### src/rtl/debounce_pkg.sv
// rtl/debounce_pkg.sv - shared state encoding and default parameters for the debouncer
package debounce_pkg;

  typedef enum logic [1:0] {
    LOW       = 2'd0,
    WAIT_HIGH = 2'd1,
    HIGH      = 2'd2,
    WAIT_LOW  = 2'd3
  } db_state_t;

  localparam int DB_SYNC_STAGES = 2;
  localparam int DB_CYCLES      = 4;

endpackage

### src/rtl/debounce_edge_sync_chain.sv
// rtl/debounce_edge_sync_chain.sv - multi-flop synchronizer for an asynchronous input
module sync_chain
  import debounce_pkg::*;
#(
  parameter int STAGES = DB_SYNC_STAGES
) (
  input  logic clk,
  input  logic reset,
  input  logic d,
  output logic q
);

  logic [STAGES-1:0] stages;

  // Shift the raw input through the chain; every stage clears on reset.
  always_ff @(posedge clk or negedge reset) begin
    if (!reset) begin
      stages <= '0;
    end else begin
      stages <= {stages[STAGES-2:0], d};
    end
  end

  assign q = stages[STAGES-1];

endmodule

### src/rtl/debounce_edge.sv
// rtl/debounce_edge.sv - synchronize and debounce a raw input into a level plus edge pulses
module debounce_edge
  import debounce_pkg::*;
#(
  parameter int SYNC_STAGES     = DB_SYNC_STAGES,
  parameter int DEBOUNCE_CYCLES = DB_CYCLES,
  parameter int CNT_W           = $clog2(DEBOUNCE_CYCLES) + 1
) (
  input  logic clk,
  input  logic reset,
  input  logic din,
  output logic level,
  output logic rise,
  output logic fall,
  output logic busy
);

  localparam logic [CNT_W-1:0] CNT_LAST = CNT_W'(DEBOUNCE_CYCLES - 1);
  localparam logic [CNT_W-1:0] CNT_ONE  = CNT_W'(1);

  logic             s;
  db_state_t        state;
  logic [CNT_W-1:0] cnt;

  sync_chain #(
    .STAGES(SYNC_STAGES)
  ) u_sync (
    .clk  (clk),
    .reset(reset),
    .d    (din),
    .q    (s)
  );

  // Qualify each candidate transition over consecutive stable samples; outputs are registered.
  always_ff @(posedge clk or negedge reset) begin
    if (!reset) begin
      state <= LOW;
      cnt   <= '0;
      level <= 1'b0;
      rise  <= 1'b0;
      fall  <= 1'b0;
      busy  <= 1'b0;
    end else begin
      rise <= 1'b0;
      fall <= 1'b0;
      case (state)
        LOW: begin
          if (s) begin
            state <= WAIT_HIGH;
            cnt   <= CNT_ONE;
            busy  <= 1'b1;
          end
        end
        WAIT_HIGH: begin
          if (!s) begin
            // Glitch: drop back without touching level or pulsing.
            state <= LOW;
            cnt   <= '0;
            busy  <= 1'b0;
          end else if (cnt == CNT_LAST) begin
            state <= HIGH;
            level <= 1'b1;
            rise  <= 1'b1;
            cnt   <= '0;
            busy  <= 1'b0;
          end else begin
            cnt <= cnt + CNT_ONE;
          end
        end
        HIGH: begin
          if (!s) begin
            state <= WAIT_LOW;
            cnt   <= CNT_ONE;
            busy  <= 1'b1;
          end
        end
        WAIT_LOW: begin
          if (s) begin
            state <= HIGH;
            cnt   <= '0;
            busy  <= 1'b0;
          end else if (cnt == CNT_LAST) begin
            state <= LOW;
            level <= 1'b0;
            fall  <= 1'b1;
            cnt   <= '0;
            busy  <= 1'b0;
          end else begin
            cnt <= cnt + CNT_ONE;
          end
        end
        default: begin
          state <= LOW;
          cnt   <= '0;
          busy  <= 1'b0;
        end
      endcase
    end
  end

endmodule
### config.mk
export PLATFORM = sky130hd
export DESIGN_NAME = debounce_edge
export DESIGN_NICKNAME = d
export VERILOG_FILES = /design/src/rtl/debounce_pkg.sv /design/src/rtl/debounce_edge_sync_chain.sv /design/src/rtl/debounce_edge.sv
export SDC_FILE = /design/constraint.sdc
export NUM_CORES = 1
export LEC_CHECK = 0
export ABC_AREA = 0
export CORE_AREA = 3 3 40 42
export CTS_CLUSTER_DIAMETER = 50
export CTS_CLUSTER_SIZE = 40
export DETAILED_ROUTE_END_ITERATION = 16
export DIE_AREA = 0 0 43 45
export PLACE_DENSITY = 0.59
export SKIP_CTS_REPAIR_TIMING = 1
export SYNTH_ARGS = -nofsm -noshare
export SYNTH_HDL_FRONTEND = slang
export SYNTH_SLANG_ARGS = --single-unit
### constraint.sdc
create_clock -name clk -period 1.5 [get_ports clk]
set_input_delay 0.225 -clock clk [delete_from_list [all_inputs] [get_ports clk]]
set_output_delay 0.225 -clock clk [all_outputs]
set_load 0.05 [all_outputs]
==> results of run 1 <==
==> logic make-up after synthesis <==
| group | synth area share |
|---|---|
| adders and majority gates | 0.0261 |
| xor gates and xnor gates | 0.0757 |
| and+or+nand+nor | 0.170 |
| AOI/OAI and AO/OA | 0.115 |
| buffers and inverters | 0.0392 |
| DFF | 0.574 |
==> final cells by class <==
cell class | instances | area, µm² | area share
Clock buffer | 4 | 26.3 | 0.0463
Multi-Input combinational cell | 27 | 185 | 0.326
Sequential cell | 11 | 275 | 0.485
Tap cell | 15 | 18.8 | 0.0330
Timing Repair Buffer | 6 | 62.6 | 0.110
==> cell usage in the layout, fill, tap and decap left out, drive strengths merged <==
cell           count
dfrtp             11
buf                4
xor2               1
nand3b             1
o21a               3
a21oi              2
and3b              1
nor3b              2
nor2               4
clkbuf             4
nor2b              1
ha                 1
nor3               1
nand2              5
xnor2              1
a21o               1
clkdlybuf4s50      2
o21ai              3
==> registers in the layout, indices dropped and copies added (netlist names), named ones only <==
name           flops
busy               1
cnt                3
fall               1
level              1
rise               1
state              1
u_sync.stages      2
==> worst max path at each step <==
stage,from,to
after floorplan,cnt[0],level
after global placement,cnt[0],level
after detailed placement,cnt[0],cnt[1]
after CTS,cnt[0],cnt[1]
after global routing,cnt[0],cnt[1]
final,cnt[0],cnt[1]
==> stage by stage <==
| step | setup WS (ns) | total power [W] | util |
|---|---|---|---|
| floorplan | 0.383 | 0.000768 | - |
| global placement | 0.323 | 0.000854 | 0.422 |
| detailed placement | 0.299 | 0.000881 | 0.422 |
| CTS | 0.284 | 0.00108 | 0.442 |
| global route | 0.193 | 0.00116 | 0.442 |
| finish | 0.297 | 0.00106 | 0.442 |
==> power by group through the flow <==
stage / sequential [W] / combinational (W) / clock (W)
5_1_grt: 0.000481 / 0.000443 / 0.000232
3_5_place_dp: 0.000475 / 0.000406 / 0
2_1_floorplan: 0.000507 / 0.000261 / 0
4_1_cts: 0.000469 / 0.000409 / 0.000205
6_report: 0.000469 / 0.000402 / 0.000192
3_3_place_gp: 0.000465 / 0.000390 / 0
==> worst max-delay path, cell delays in order (launching register included) <==
cell and delay, ns:
dfrtp_1 0.39, ha_1 0.24, nor2b_1 0.17, nor3_1 0.22, a21o_1 0.12
==> per-layer routing <==
metal	part of all wire	routed length (µm)	vias to the layer above
met3	0.063	48	2
met2	0.46	352	6
li1	-	-	148
met5	0	0	-
met1	0.46	355	146
met4	0.012	9	0
==> flow_summary_export.csv, run 1 <==
group,metric,value,unit
status,outcome,"complete, no violations",
yosys,synth_area_leaders,"dfrtp_1, xnor2_4, o21a_1, nand2_1, nor2_1",
sta,period_needed,1.20,ns
floorplanning,core,1280,µm²
route,avgViaCountPerCell,4.79,
floorplanning,die_width,43,µm
power,p_clk_frac,0.181,
grt,grt_use_met1,0.108,
layout,syn2layout_area_growth,18.5,%
layout,diodes,0,
clock_tree,cts_tree,"done",
sta,finalSetupViolCount,0,
setup_path,path_class,"register to register",
sta,finalCritPeriodShare,0.802,
grt,antenna_found_initial,0,
power,p_comb_frac,0.378,
layout,drive_above_1_share,0.188,
power,p_int,0.000659,W
power,sw_frac_of_total,0.380,
clock_tree,cts_made_buffers,3,
clock_tree,htree_levels,1,
route,via_count,302,
yosys,ys.flop_type,"dfrtp_1",
worst_hold_path,hold_class,"input port to asynchronous set/reset pin",
grt,grt_max_degree,12,
flow_run,max_cap_violations,0,
yosys,synth_common_cells,"dfrtp_1, nand2_1, nor2_1, o21a_1",
yosys,yosysUniqueCellTypes,19,
sta,fin_setup_tns,0,ns
layout,final_cells,63,
sta,slew_viol_final,0,
yosys,ys_seq_area_frac,0.574,
floorplanning,io-pin-count,7,
sta,relSlewSlack,0.676,
setup_path,r2r_cells,4,
route,wire_per_inst,12.1,µm
floorplanning,initial_utilization,0.373,
setup_path,cp-start-kind,"register",
placement,place_area,542,µm²
yosys,netlist_area,479,µm²
clock_tree,cts_buffer_depth,2,
setup_path,required,1.70,ns
sta,fmax,831,MHz
sta,worst_pin_slew,0.485,ns
floorplanning,rows,13,
yosys,yosysWarnings,0,
power,power_switching,0.000404,W
grt,top_usage_layer,"met2",
placement,place_inst,59,
route,drtIter0Drc,0,
power,powerDensity,1870,nW/µm²
grt,grt.total_usage,0.101,
yosys,yosysMostFrequentCell,"dfrtp_1",
power,seqPwrFrac,0.441,
sta,fin_skew,0.00699,ns
grt,overflow,0,
clock_tree,worstSkewPairLatency,0.26,ns
setup_path,arrival,1.40,ns
layout,fill_cells,124,
clock_tree,clock_sinks,11,
route,dr.pass1.iters,1,
yosys,async_flop_share,1.00,
yosys,synth_top_cell_area_share,0.574,
placement,io_buffers,6,
clock_tree,cts_root_buf,"clkbuf_4",
grt,grt_pass1_vias,291,
route,wirelength,765,µm
yosys,synth_seq_cells,11,
yosys,syn_avg_cell_area,12.0,µm²
layout,nets,53,
yosys,syn_nets,44,
grt,grt_pass1_wl,1330,µm
grt,met2_usage,0.144,
placement,finalWeightedCongestion,0.817,
setup_path,r2r-end,"cnt[1]",
power,power_leakage,0.267,nW
sta,fin_worst_hold_slack,0.289,ns
setup_path,cp-end-kind,"register",
setup_path,cp_max_fo,4,
yosys,synth_top_cell_by_area,"dfrtp_1",
route,drc_errors,0,
sta,hold_viol_final,0,
clock_tree,clkTransAtPathRegs,0.07,ns
placement,dpl.hpwl,563,µm
sta,rsz0062_at_grt,"no",
floorplanning,die_h,45,µm
layout,finalInstanceArea,568,µm²
setup_path,r2r_setup_slack,0.30,ns
yosys,synth_edf_count,0,
route,ant_nets,0,
floorplanning,die_area,1940,µm²
grt,use_met3,0.0757,
setup_path,r2r-start,"cnt[0]",
power,ir_drop,0.835,mV
yosys,synth_cells,40,
No activity file was read; power rests on OpenSTA's default activity.
==> run 2: changes to the inputs <==
- PLACE_DENSITY: 0.59 -> 0.61
- clock period: 1.5 -> 1.1 ns (I/O delays scaled with it)
==> run 2 against run 1 <==
- the run now ends with setup timing left
- clock power increased by 44%
- final cell count increased by 9.5%
- die area unchanged
- critical path type unchanged
- clock-buffer cell count unchanged
- combinational power increased by 90%
- global-route usage decreased by 1.4 points
- register-to-register slack got worse by 0.33 ns
==> flow_summary_export.csv, run 2 (same netlist as run 1, synthesis figures left out) <==
group,metric,value,unit
status,outcome,"finished with violations",
status,violations,"setup timing",
power,p_comb_frac,0.451,
layout,drive_above_1_share,0.370,
floorplanning,rows,13,
grt,grt_pass1_wl,1170,µm
clock_tree,htree_levels,1,
sta,finalCritPeriodShare,1.03,
layout,fin_util,0.526,
sta,worst_pin_slew,0.256,ns
placement,place_area,612,µm²
sta,relSlewSlack,0.830,
sta,finalSetupViolCount,2,
grt,grt_pass1_vias,278,
floorplanning,initial_utilization,0.373,
placement,io_buffers,6,
route,via_count,345,
layout,layout_common_cells,"dfrtp_1, buf_4, nand2_1, nor2_1, buf_12",
layout,diodes,0,
power,powerDensity,2500,nW/µm²
grt,use_met3,0.0159,
power,p_clk_frac,0.163,
grt,top_usage_layer,"met2",
layout,nets,59,
clock_tree,cts_made_buffers,3,
floorplanning,die_area,1940,µm²
power,power_switching,0.000629,W
sta,fin_skew,0.00357,ns
setup_path,worstPathCellList,"ha_4, and3b_2, a21oi_2, a21oi_1",
clock_tree,clock_sinks,11,
layout,syn2layout_area_growth,41.0,%
clock_tree,cts_buffer_depth,2,
layout,final_cells,69,
route,drc_errors,0,
flow_run,max_cap_violations,0,
sta,fmax,885,MHz
route,ant_nets,0,
grt,grt_max_degree,12,
worst_hold_path,hold_class,"input port to asynchronous set/reset pin",
floorplanning,die_width,43,µm
power,power_leakage,0.306,nW
setup_path,cp-start-kind,"register",
floorplanning,io-pin-count,7,
grt,overflow,0,
layout,largestRegisters,"cnt x3, u_sync.stages x2",
floorplanning,die_h,45,µm
placement,dpl.hpwl,580,µm
layout,final_common_cell,"dfrtp_1",
setup_path,cp_max_fo,4,
power,p_int,0.00106,W
layout,finalInstanceArea,676,µm²
sta,hold_viol_final,0,
sta,rsz0062_at_grt,"yes",
power,seqPwrFrac,0.386,
layout,largest-register,"cnt",
grt,antenna_found_initial,0,
clock_tree,cts_tree,"done",
setup_path,cp.buffers_inverters,0,
floorplanning,core,1280,µm²
placement,place_inst,63,
route,wire_per_inst,12.3,µm
power,ir_drop,0.939,mV
layout,largest_reg_flops,3,
setup_path,max_stage_delay,0.42,ns
sta,fin_setup_tns,-0.0459,ns
route,drtIter0Drc,12,
sta,period_needed,1.13,ns
setup_path,required,1.25,ns
setup_path,path_class,"register to register",
sta,setup_ws,-0.0297,ns
setup_path,crit_family,"flip-flops",
clock_tree,cts_root_buf,"clkbuf_4",
route,dr.pass1.iters,4,
setup_path,cp-end-kind,"register",
power,sw_frac_of_total,0.372,
clock_tree,clkTransAtPathRegs,0.07,ns
grt,met2_usage,0.132,
clock_tree,worstSkewPairLatency,0.27,ns
sta,slew_viol_final,0,
setup_path,slowest_stage,"dfrtp_1",
placement,finalWeightedCongestion,0.810,
route,avgViaCountPerCell,5.00,
route,wirelength,851,µm
setup_path,arrival,1.28,ns
grt,grt.total_usage,0.0871,
grt,grt_use_met1,0.0982,
-- run 2: final cells by class --
cell class	instances	area [µm²]
multi-input combinational	27	210
sequential	11	275
fill	109	609
timing repair buffer	12	145
tap	15	18.8
clock buffer	4	26.3
-- run 2: path summary, 6_finish.rpt --
check | from | to | slack [ns] | cells after the start
min | reset | rise | 0.18 | 2
max reg2reg | cnt[1] | level | -0.03 | 4
min in group clk | din | u_sync.stages[0] | 0.34 | 1
max | cnt[1] | level | -0.03 | 4
max in group asynchronous | reset | asynchronous set/reset pin | 0.78 | 2
min reg2reg | u_sync.stages[0] | u_sync.stages[1] | 0.36 | 0
-- run 2: metrics by stage --
| stage | power [W] | hold slack [ns] | setup WS, ns |
|---|---|---|---|
| 2_1_floorplan | 0.00105 | -0.131 | 0.0216 |
| 3_3_place_gp | 0.00129 | 0.344 | 0.0153 |
| 3_5_place_dp | 0.00133 | 0.336 | -0.0516 |
| 4_1_cts | 0.00161 | 0.179 | -0.0649 |
| 5_1_grt | 0.00179 | 0.188 | -0.0773 |
| 6_report | 0.00169 | 0.180 | -0.0297 |
-- run 2: power groups by stage --
stage | logic (W) | registers, W | clock network (W)
final | 0.000762 | 0.000652 | 0.000276
after global routing | 0.000826 | 0.000668 | 0.000295
after CTS | 0.000684 | 0.000634 | 0.000288
after detailed placement | 0.000683 | 0.000642 | 0
after global placement | 0.000661 | 0.000632 | 0
after floorplan | 0.000358 | 0.000692 | 0
-- run 2: metal layers --
metal	vias to the layer above	part of all wire
met5	-	0
met4	0	0.032
met3	2	0.042
met2	10	0.53
met1	169	0.39
li1	164	-
-- run 2: worst reg2reg max path, delay by kind of cell, from the launching register on --
kind                       cells  cell delay (ns)
AOI/OAI and AO/OA              2             0.18
adders and majority gates      1             0.18
and+or+nand+nor                1             0.24
DFF                            1             0.42
==> run 3: changes to the inputs <==
- CORE_AREA: 3 3 40 42 -> 2 2 39 41
- DIE_AREA: 0 0 43 45 -> 0 0 41 43
- PLACE_DENSITY: 0.61 -> default
- PLACE_DENSITY_LB_ADDON: default -> 0.25
==> run 3 against run 2 <==
- design area increased by 1.5%
- die area decreased by 8.9%
- the flow still finishes with violations (setup timing)
- largest cell class unchanged
- clock-buffer cell count decreased by 1
- first-iteration DRC count decreased by 50%
==> flow_summary_export.csv, run 3 (same netlist as run 1, synthesis figures left out) <==
group,metric,value,unit
floorplanning,rows,14,
route,avgViaCountPerCell,4.87,
floorplanning,die_area,1760,µm²
setup_path,r2r-end,"level",
layout,diodes,0,
setup_path,cp_max_fo,4,
power,ir_drop,1.00,mV
sta,finalCritPeriodShare,1.01,
clock_tree,worstSkewPairLatency,0.27,ns
clock_tree,cts_made_buffers,3,
setup_path,arrival,1.27,ns
route,ant_nets,0,
sta,fin_worst_hold_slack,0.181,ns
placement,finalWeightedCongestion,0.851,
worst_hold_path,hold_class,"input port to asynchronous set/reset pin",
route,route.met3.wl,47,µm
setup_path,r2r-start,"cnt[0]",
placement,dpl.hpwl,558,µm
floorplanning,die_width,41,µm
floorplanning,io-pin-count,7,
grt,grt_pass1_wl,1380,µm
status,outcome,"finished with violations",
layout,final_common_cell,"dfrtp_1",
route,drtIter0Drc,6,
clock_tree,htree_levels,1,
setup_path,required,1.26,ns
grt,overflow,0,
layout,drive_above_1_share,0.434,
clock_tree,cts_buffer_depth,2,
layout,nets,58,
route,dr.pass1.iters,4,
layout,finalInstanceArea,686,µm²
grt,grt.total_usage,0.125,
clock_tree,clkTransAtPathRegs,0.07,ns
floorplanning,initial_utilization,0.346,
grt,antenna_found_initial,0,
placement,place_area,613,µm²
grt,grt_max_degree,12,
sta,setup_ws,-0.00992,ns
route,wl_met2,399,µm
floorplanning,die_h,43,µm
route,topRoutingLayerUsed,"met4",
route,via_count,336,
route,drc_errors,0,
placement,io_buffers,6,
route,wl_met1,334,µm
setup_path,r2r_setup_slack,-0.01,ns
layout,final_cells,69,
floorplanning,core,1380,µm²
layout,largestRegisters,"cnt x3, u_sync.stages x2",
clock_tree,clock_sinks,11,
placement,place_inst,64,
clock_tree,cts_root_buf,"clkbuf_4",
sta,fin_skew,0.00561,ns
power,power_leakage,0.305,nW
setup_path,cp-start-kind,"register",
layout,syn2layout_area_growth,43.1,%
sta,worst_pin_slew,0.212,ns
layout,largest-register,"cnt",
setup_path,path_class,"register to register",
route,wirelength,797,µm
layout,largest_reg_flops,3,
sta,period_needed,1.11,ns
setup_path,r2r_cells,4,
layout,layout_common_cells,"dfrtp_1, nand2_1, buf_4, nor2_1, buf_12",
sta,fin_setup_tns,-0.00992,ns
sta,hold_viol_final,0,
flow_run,max_cap_violations,0,
sta,fmax,901,MHz
sta,slew_viol_final,0,
sta,finalSetupViolCount,1,
clock_tree,cts_tree,"done",
power,powerDensity,2480,nW/µm²
grt,grt_pass1_vias,337,
setup_path,cp-end-kind,"register",
sta,relSlewSlack,0.859,
route,wire_per_inst,11.6,µm
status,violations,"setup timing",
sta,rsz0062_at_grt,"yes",
-- run 3: cell count changes in the layout (fill, tap and decap cells not counted), sizes merged --
cell | previous run | this run
clkbuf | 4 | 3
clkinv | 0 | 1
buf | 10 | 9
-- run 3: per-layer routing --
layer | up-vias | track usage
met5 | - | 0
met4 | 0 | 0.100
met3 | 2 | 0.0628
met2 | 11 | 0.169
met1 | 165 | 0.139
li1 | 158 | -
-- run 3: through the flow --
step,utilization,setup WS (ns),total power [W]
after detailed placement,0.443,-0.0383,0.00132
after global placement,0.443,0.0185,0.00129
final,0.495,-0.00992,0.00170
after CTS,0.463,-0.0516,0.00160
after floorplan,-,0.0216,0.00105
after global routing,0.495,-0.0730,0.00183
-- run 3: worst max path at each step --
| stage | startpoint | to | slack, ns |
|---|---|---|---|
| CTS | cnt[0] | cnt[1] | -0.05 |
| floorplan | cnt[0] | level | 0.02 |
| detailed placement | cnt[0] | cnt[1] | -0.04 |
| global placement | cnt[0] | cnt[1] | 0.02 |
| global route | cnt[1] | level | -0.07 |
| finish | cnt[0] | level | -0.01 |
-- run 3: power breakdown --
group          switching [W]  leakage [nW]  internal (W)
clock               0.000143        0.0177      0.000135
combinational       0.000345         0.150      0.000420
sequential          0.000144         0.138      0.000512
total               0.000632         0.305       0.00107
-- run 3: area by class of cell --
type,instances,area (µm²)
Fill cell,123,698
Sequential cell,11,278
Multi-Input combinational cell,27,223
Timing Repair Buffer,11,138
Clock buffer,3,22.5
Tap cell,16,20.0
Clock inverter,1,5.00
-- run 3: critical path, stage by stage (launching register included) --
cell     delay, ns
dfrtp_1       0.42
ha_4          0.19
and3b_2       0.24
a21oi_2       0.11
a21oi_1       0.05
